[config.mk]
export PLATFORM = sky130hd
export DESIGN_NAME = uart_rx_frame_ctrl
export DESIGN_NICKNAME = d
export VERILOG_FILES = /design/src/rtl/uart_pkg.sv /design/src/rtl/uart_rx_watchdog.sv /design/src/rtl/uart_rx_frame_ctrl.sv
export SDC_FILE = /design/constraint.sdc
export NUM_CORES = 1
export LEC_CHECK = 0
export ABC_AREA = 1
export BUFFER_PORTS_ARGS = -buffer_cell sky130_fd_sc_hd__clkbuf_2
export CAP_MARGIN = 20
export CORE_MARGIN = 3
export CORE_UTILIZATION = 56
export DETAILED_ROUTE_END_ITERATION = 16
export GPL_ROUTABILITY_DRIVEN = 0
export HOLD_SLACK_MARGIN = 0.1
export PLACE_DENSITY_LB_ADDON = 0.1
export SETUP_SLACK_MARGIN = 0.4
export SYNTH_ARGS = -nofsm -noshare
export SYNTH_HDL_FRONTEND = slang
export SYNTH_SLANG_ARGS = --single-unit
[constraint.sdc]
create_clock -name clk -period 1.5 [get_ports clk]
set_input_delay 0.3 -clock clk [delete_from_list [all_inputs] [get_ports clk]]
set_output_delay 0.3 -clock clk [all_outputs]
set_load 0.02 [all_outputs]
[src/rtl/uart_pkg.sv]
// Shared encodings and defaults for the UART Rx frame controller.
package uart_pkg;

    localparam int unsigned RX_STATE_W   = 5;
    localparam int unsigned CTRL_STATE_W = 2;
    localparam int unsigned BYTE_W       = 8;
    localparam int unsigned BIT_IDX_W    = 4;
    localparam int unsigned WDT_WIDTH_DEF = 8;
    localparam logic [7:0]  WDT_LIMIT_DEF = 8'd40;

    // Rx bit FSM one-hot state encodings
    localparam logic [RX_STATE_W-1:0] RX_INTERVAL  = 5'b00001;
    localparam logic [RX_STATE_W-1:0] RX_STARTBIT  = 5'b00010;
    localparam logic [RX_STATE_W-1:0] RX_DATABITS  = 5'b00100;
    localparam logic [RX_STATE_W-1:0] RX_PARITYBIT = 5'b01000;
    localparam logic [RX_STATE_W-1:0] RX_STOPBIT   = 5'b10000;

    // Frame controller state encodings
    localparam logic [CTRL_STATE_W-1:0] CTRL_IDLE    = 2'd0;
    localparam logic [CTRL_STATE_W-1:0] CTRL_RECV    = 2'd1;
    localparam logic [CTRL_STATE_W-1:0] CTRL_CHECK   = 2'd2;
    localparam logic [CTRL_STATE_W-1:0] CTRL_RECOVER = 2'd3;

    typedef struct packed {
        logic parity;
        logic frame;
        logic overrun;
        logic timeout;
    } rx_err_t;

    function automatic logic is_onehot5(input logic [RX_STATE_W-1:0] s);
        return (s != 5'd0) && ((s & (s - 5'd1)) == 5'd0);
    endfunction

    function automatic logic [CTRL_STATE_W-1:0] tmr_vote(
        input logic [CTRL_STATE_W-1:0] a,
        input logic [CTRL_STATE_W-1:0] b,
        input logic [CTRL_STATE_W-1:0] c
    );
        return (a & b) | (a & c) | (b & c);
    endfunction

endpackage

[src/rtl/uart_rx_watchdog.sv]
// Bit watchdog: counts acquisition ticks since the last bit strobe, saturating.
module uart_rx_watchdog
    import uart_pkg::*;
#(
    parameter int unsigned           WDT_WIDTH = WDT_WIDTH_DEF,
    parameter logic [WDT_WIDTH-1:0]  WDT_LIMIT = WDT_WIDTH'(WDT_LIMIT_DEF)
) (
    input  logic clk,
    input  logic rst,
    input  logic clear,
    input  logic tick,
    output logic expired_c
);

    logic [WDT_WIDTH-1:0] count_r;

    // clear has priority so a tick coinciding with a bit strobe is not counted
    always_ff @(posedge clk or negedge rst) begin
        if (!rst) begin
            count_r <= '0;
        end else if (clear) begin
            count_r <= '0;
        end else if (tick && (count_r != '1)) begin
            count_r <= count_r + WDT_WIDTH'(1);
        end
    end

    assign expired_c = (count_r > WDT_LIMIT);

endmodule

[src/rtl/uart_rx_frame_ctrl.sv]
// UART Rx frame controller: data assembly, parity/stop check, byte handoff,
// watchdog-driven core recovery and sticky error flags.
module uart_rx_frame_ctrl
    import uart_pkg::*;
#(
    parameter int unsigned           WDT_WIDTH = WDT_WIDTH_DEF,
    parameter logic [WDT_WIDTH-1:0]  WDT_LIMIT = WDT_WIDTH'(WDT_LIMIT_DEF)
) (
    input  logic                   clk,
    input  logic                   rst,
    input  logic                   p_Enable_i,
    input  logic                   p_ParityEnable_i,
    input  logic                   p_ParityOdd_i,
    input  logic [RX_STATE_W-1:0]  State_i,
    input  logic [BIT_IDX_W-1:0]   BitCounter_i,
    input  logic                   Bit_Synch_i,
    input  logic                   BitValue_i,
    input  logic                   AcqSig_i,
    input  logic                   ErrClear_i,
    input  logic                   ByteReady_i,
    output logic                   p_CoreEnable_o,
    output logic                   n_CoreRst_o,
    output logic [BYTE_W-1:0]      Byte_o,
    output logic                   ByteValid_o,
    output logic                   ParityErr_o,
    output logic                   FrameErr_o,
    output logic                   Overrun_o,
    output logic                   Timeout_o,
    output logic                   Busy_o
);

    logic [CTRL_STATE_W-1:0] st_a_r, st_b_r, st_c_r;
    logic [CTRL_STATE_W-1:0] st_v, st_nxt;

    logic              core_en_r;
    logic              n_core_rst_r, n_core_rst_nxt;
    logic              busy_r, busy_nxt;
    logic [BYTE_W-1:0] byte_r, byte_nxt;
    logic              byte_valid_r, byte_valid_nxt;
    logic [BYTE_W-1:0] data_r, data_nxt;
    logic              par_r, par_nxt;
    logic              stop_r, stop_nxt;
    logic              rec_cnt_r, rec_cnt_nxt;
    rx_err_t           err_r, err_nxt, err_set;
    logic              perr, ferr, slot_free;
    logic              wdt_clear, wdt_expired_c;

    assign st_v = tmr_vote(st_a_r, st_b_r, st_c_r);

    assign wdt_clear = (st_v != CTRL_RECV) || Bit_Synch_i;

    uart_rx_watchdog #(
        .WDT_WIDTH (WDT_WIDTH),
        .WDT_LIMIT (WDT_LIMIT)
    ) u_wdt (
        .clk       (clk),
        .rst       (rst),
        .clear     (wdt_clear),
        .tick      (AcqSig_i),
        .expired_c (wdt_expired_c)
    );

    // Next-state and next-output logic
    always_comb begin
        st_nxt         = st_v;
        data_nxt       = data_r;
        par_nxt        = par_r;
        stop_nxt       = stop_r;
        rec_cnt_nxt    = 1'b0;
        byte_nxt       = byte_r;
        byte_valid_nxt = byte_valid_r && !ByteReady_i;
        err_set        = '0;
        perr           = 1'b0;
        ferr           = 1'b0;
        slot_free      = !byte_valid_r || ByteReady_i;

        case (st_v)
            CTRL_IDLE: begin
                if (State_i != RX_INTERVAL) begin
                    st_nxt   = CTRL_RECV;
                    data_nxt = '0;
                    par_nxt  = 1'b0;
                    stop_nxt = 1'b0;
                end
            end
            CTRL_RECV: begin
                if (Bit_Synch_i && (State_i == RX_DATABITS) && !BitCounter_i[3]) begin
                    data_nxt[BitCounter_i[2:0]] = BitValue_i;
                end
                if (Bit_Synch_i && (State_i == RX_PARITYBIT)) begin
                    par_nxt = BitValue_i;
                end
                // a completed stop bit takes precedence over any stall indication
                if (Bit_Synch_i && (State_i == RX_STOPBIT)) begin
                    stop_nxt = BitValue_i;
                    st_nxt   = CTRL_CHECK;
                end else if (wdt_expired_c || !is_onehot5(State_i) ||
                             (State_i == RX_INTERVAL)) begin
                    st_nxt          = CTRL_RECOVER;
                    err_set.timeout = 1'b1;
                end
            end
            CTRL_CHECK: begin
                perr = p_ParityEnable_i && (^data_r ^ par_r ^ p_ParityOdd_i);
                ferr = !stop_r;
                if (ferr) begin
                    err_set.frame = 1'b1;
                end else begin
                    err_set.parity = perr;
                    if (slot_free) begin
                        byte_nxt       = data_r;
                        byte_valid_nxt = 1'b1;
                    end else begin
                        err_set.overrun = 1'b1;
                    end
                end
                st_nxt = CTRL_IDLE;
            end
            CTRL_RECOVER: begin
                data_nxt    = '0;
                par_nxt     = 1'b0;
                stop_nxt    = 1'b0;
                rec_cnt_nxt = 1'b1;
                if (rec_cnt_r) begin
                    st_nxt = CTRL_IDLE;
                end
            end
            default: begin
                st_nxt = CTRL_IDLE;
            end
        endcase

        n_core_rst_nxt = (st_nxt != CTRL_RECOVER);
        busy_nxt       = (st_nxt != CTRL_IDLE);
        err_nxt        = rx_err_t'(err_set | (err_r & ~{4{ErrClear_i}}));
    end

    // Triplicated state and registered outputs
    always_ff @(posedge clk or negedge rst) begin
        if (!rst) begin
            st_a_r       <= CTRL_IDLE;
            st_b_r       <= CTRL_IDLE;
            st_c_r       <= CTRL_IDLE;
            core_en_r    <= 1'b0;
            n_core_rst_r <= 1'b1;
            busy_r       <= 1'b0;
            byte_r       <= '0;
            byte_valid_r <= 1'b0;
            data_r       <= '0;
            par_r        <= 1'b0;
            stop_r       <= 1'b0;
            rec_cnt_r    <= 1'b0;
            err_r        <= '0;
        end else begin
            st_a_r       <= st_nxt;
            st_b_r       <= st_nxt;
            st_c_r       <= st_nxt;
            core_en_r    <= p_Enable_i;
            n_core_rst_r <= n_core_rst_nxt;
            busy_r       <= busy_nxt;
            byte_r       <= byte_nxt;
            byte_valid_r <= byte_valid_nxt;
            data_r       <= data_nxt;
            par_r        <= par_nxt;
            stop_r       <= stop_nxt;
            rec_cnt_r    <= rec_cnt_nxt;
            err_r        <= err_nxt;
        end
    end

    assign p_CoreEnable_o = core_en_r;
    assign n_CoreRst_o    = n_core_rst_r;
    assign Byte_o         = byte_r;
    assign ByteValid_o    = byte_valid_r;
    assign ParityErr_o    = err_r.parity;
    assign FrameErr_o     = err_r.frame;
    assign Overrun_o      = err_r.overrun;
    assign Timeout_o      = err_r.timeout;
    assign Busy_o         = busy_r;

endmodule
==> run summary <==
commonest cells after routing, fill and taps aside = 86 x nand2_1, 33 x dfrtp_1, 28 x inv_1, 22 x buf_6
die area = 4580 um2
Post-DP Area = 2420 um2
number of flops mapped to enable cells by yosys = 0
antenna violations before repair = 0
clk_lat worst skew = 300 ps
FILL cells = 129
Fin. Hold Viols = 0
root buffer cell = clkbuf_8
Setup WS post-layout = -86.4 ps
Min-Delay Endpoint = p_CoreEnable_o
RSZ-0062 raised after global routing = yes
commonest non-fill, non-tap cell in the layout = nand2_1
crit path kind = reg2reg
Max-slew headroom = 68.7%
maximum clock insertion buffer count = 2
n_diodes = 0
Cell Chain, Critical Path = buf_12 -> inv_4 -> nor2_4 -> nor2_4 -> clkbuf_16 -> nand3_2 -> nand2_1 -> nand2_1
row count = 21
GRT overflow = 0
Initial Util = 61.0%
hold path start = p_Enable_i
Total Wirelength = 8110 um
Yosys top cell by area = dfrtp_1
Die Y = 67.7 um
final setup vio count = 6
fmax = 630 MHz
core area = 3490 um2
maxcap violations = 0
Yosys reg bits = 37
area delta synth->final = 50.7%
Netlist cell types = 26
area of the multi-input gates = 1270 um2
Num CTS Buffers = 5
worst endpoint required time = 1670 ps
Hold Crit Class = in2reg
CP peak stage delay = 440 ps
design area = 3210 um2
largest net degree at the start of global routing = 23
CTS tree = done
startpoint types = register
Syn Inst Count = 290
final worst path period need = 1590 ps
vias per cell = 6.27
CTS H-tree depth = 2
Reg-to-Reg Start = st_c_r[1]
DR vias = 2,583
clock skew = 8.15 ps
register area = 931 um2
failing checks = negative setup slack
Global Route Usage Sum = 25.0%
antenna-violating nets left = 0
hold depth = 1
Initial DRT Pass Iterations = 8
DRT iter0 DRCs = 427
Worst Path Arrival = 1760 ps
WP buf/inv = 3
Yosys Warn Count = 0
syn_nets = 311
vias in the first global route = 1,959
synthesized cell area = 2130 um2
measured slew at the worst slew-check pin = 468 ps
drc violations = 0
period utilization = 106%
hpwl dp = 3330 um
Clock Sinks = 37
Yosys top cell area share = 42.3%
power per cell area = 1690 nW/um2
internal reg-to-reg setup slack = -90 ps
Chip Width = 67.7 um
crit path max fanout = 4
clock slew at reported path FFs = 70 ps
status = finished, violations left
PortBufs = 34
first-pass GRT wire length = 8470 um
Ports = 35
fraction of layout cells with a size suffix above 1 = 42.1%
worst vdd ir = 932 uV
mean post-synth cell area = 7.35 um2
Slew Viols, Final = 0
asr flop ratio synth = 100%
setup TNS = -302 ps
Worst setup EP type = register
top_reg_cell synth = dfrtp_1
cell family with most CP delay = simple AND/OR/NAND/NOR gates
Synth area leaders = dfrtp_1 42%, nand2_1 18%, nand3_1 6.8%
WL per Instance = 19.7 um
pre-CTS WS = 25.1 ps
Leakage Power = 1.63 nW
Slowest cell on crit path = dfrtp_2
# nets final = 386
Worst Reg-to-Reg Cells = 8
R2R Path End = data_r[0]
Seq/Total Area, Yosys = 43.5%
registers in the layout (all words and copies together) (netlist names):
| signal | count |
|---|---|
| Byte_o | 8 |
| data_r | 8 |
| ParityErr_o | 1 |
| n_CoreRst_o | 1 |
| p_CoreEnable_o | 1 |
| stop_r | 1 |
| rec_cnt_r | 1 |
| Overrun_o | 1 |
| Timeout_o | 1 |
| u_wdt.count_r | 8 |
| ByteValid_o | 1 |
| par_r | 1 |
| st_c_r | 2 |
| FrameErr_o | 1 |
| Busy_o | 1 |
synth_stat cells, drive strengths merged (3+ instances only):
| master | count |
|---|---|
| nand2 | 106 |
| inv | 40 |
| dfrtp | 36 |
| nand3 | 31 |
| o21ai | 20 |
| nor2 | 17 |
| nand4 | 14 |
| nor3 | 5 |
| or2 | 5 |
| buf | 4 |
| a21oi | 3 |
| o21bai | 3 |
layout make-up:
| class | instances | share of cell area (%) |
|---|---|---|
| Clock buffer | 7 | 2.69 |
| Clock inverter | 1 | 0.935 |
| Inverter | 40 | 4.99 |
| Multi-Input combinational cell | 210 | 39.7 |
| Sequential cell | 37 | 29.0 |
| Tap cell | 46 | 1.79 |
| Timing Repair Buffer | 71 | 20.9 |
cell families (layout without fill, tap and decap cells):
kind of cell | count (synthesis) | in the layout | share of synthesized area (%)
simple gates | 178 | 179 | 38.3
fa+ha+maj | 2 | 2 | 1.17
xor+xnor | 1 | 1 | 0.411
flops | 37 | 37 | 43.5
compound gates | 28 | 28 | 7.69
buf+inv | 44 | 119 | 8.87
per-stage QoR:
step | cells | power, mW | hold slack [ps] | utilization (%)
5_1_grt | 412 | 5.65 | 103 | 91.9
3_5_place_dp | 371 | 3.04 | 245 | 69.3
6_report | 412 | 5.43 | 111 | 91.9
4_1_cts | 394 | 4.44 | 105 | 80.4
2_1_floorplan | 290 | 2.64 | 4.41 | -
3_3_place_gp | 371 | 3.00 | 244 | 69.3
how the worst max path moves through the flow:
stage	start	end	slack, ps	cells past startpoint
after floorplan	u_wdt.count_r[1]	u_wdt.count_r[2]	210	8
after global placement	State_i[1]	data_r[5]	70	7
after detailed placement	State_i[1]	data_r[0]	30	7
after CTS	u_wdt.count_r[1]	u_wdt.count_r[4]	90	9
after global routing	u_wdt.count_r[1]	Busy_o	-170	9
final	st_c_r[1]	data_r[0]	-90	8
report_power, final:
group          leakage (nW)  switching [mW]  internal, mW  total [mW]
Sequential            0.491           0.271          1.23        1.50
Clock                0.0585           0.379         0.542       0.921
Combinational          1.08            1.63          1.37        3.01
routing by layer:
layer	GRT usage, %	part of all wire (%)	up-vias
li1	-	-	1081
met4	13.2	8.0	0
met5	0	0	-
met3	5.66	11	80
met1	28.2	35	1162
met2	43.4	47	260
timing repair:
item / in CTS / in global routing
hold endpoints to repair: 14 / 0
hold buffers: 1 / 0
setup endpoints to repair: 48 / 49
gates cloned: 1 / 3
pin swaps: 15 / 27
gates resized for setup: 49 / 80
setup buffers: 13 / 15
No activity file was read; power rests on OpenSTA's default activity.
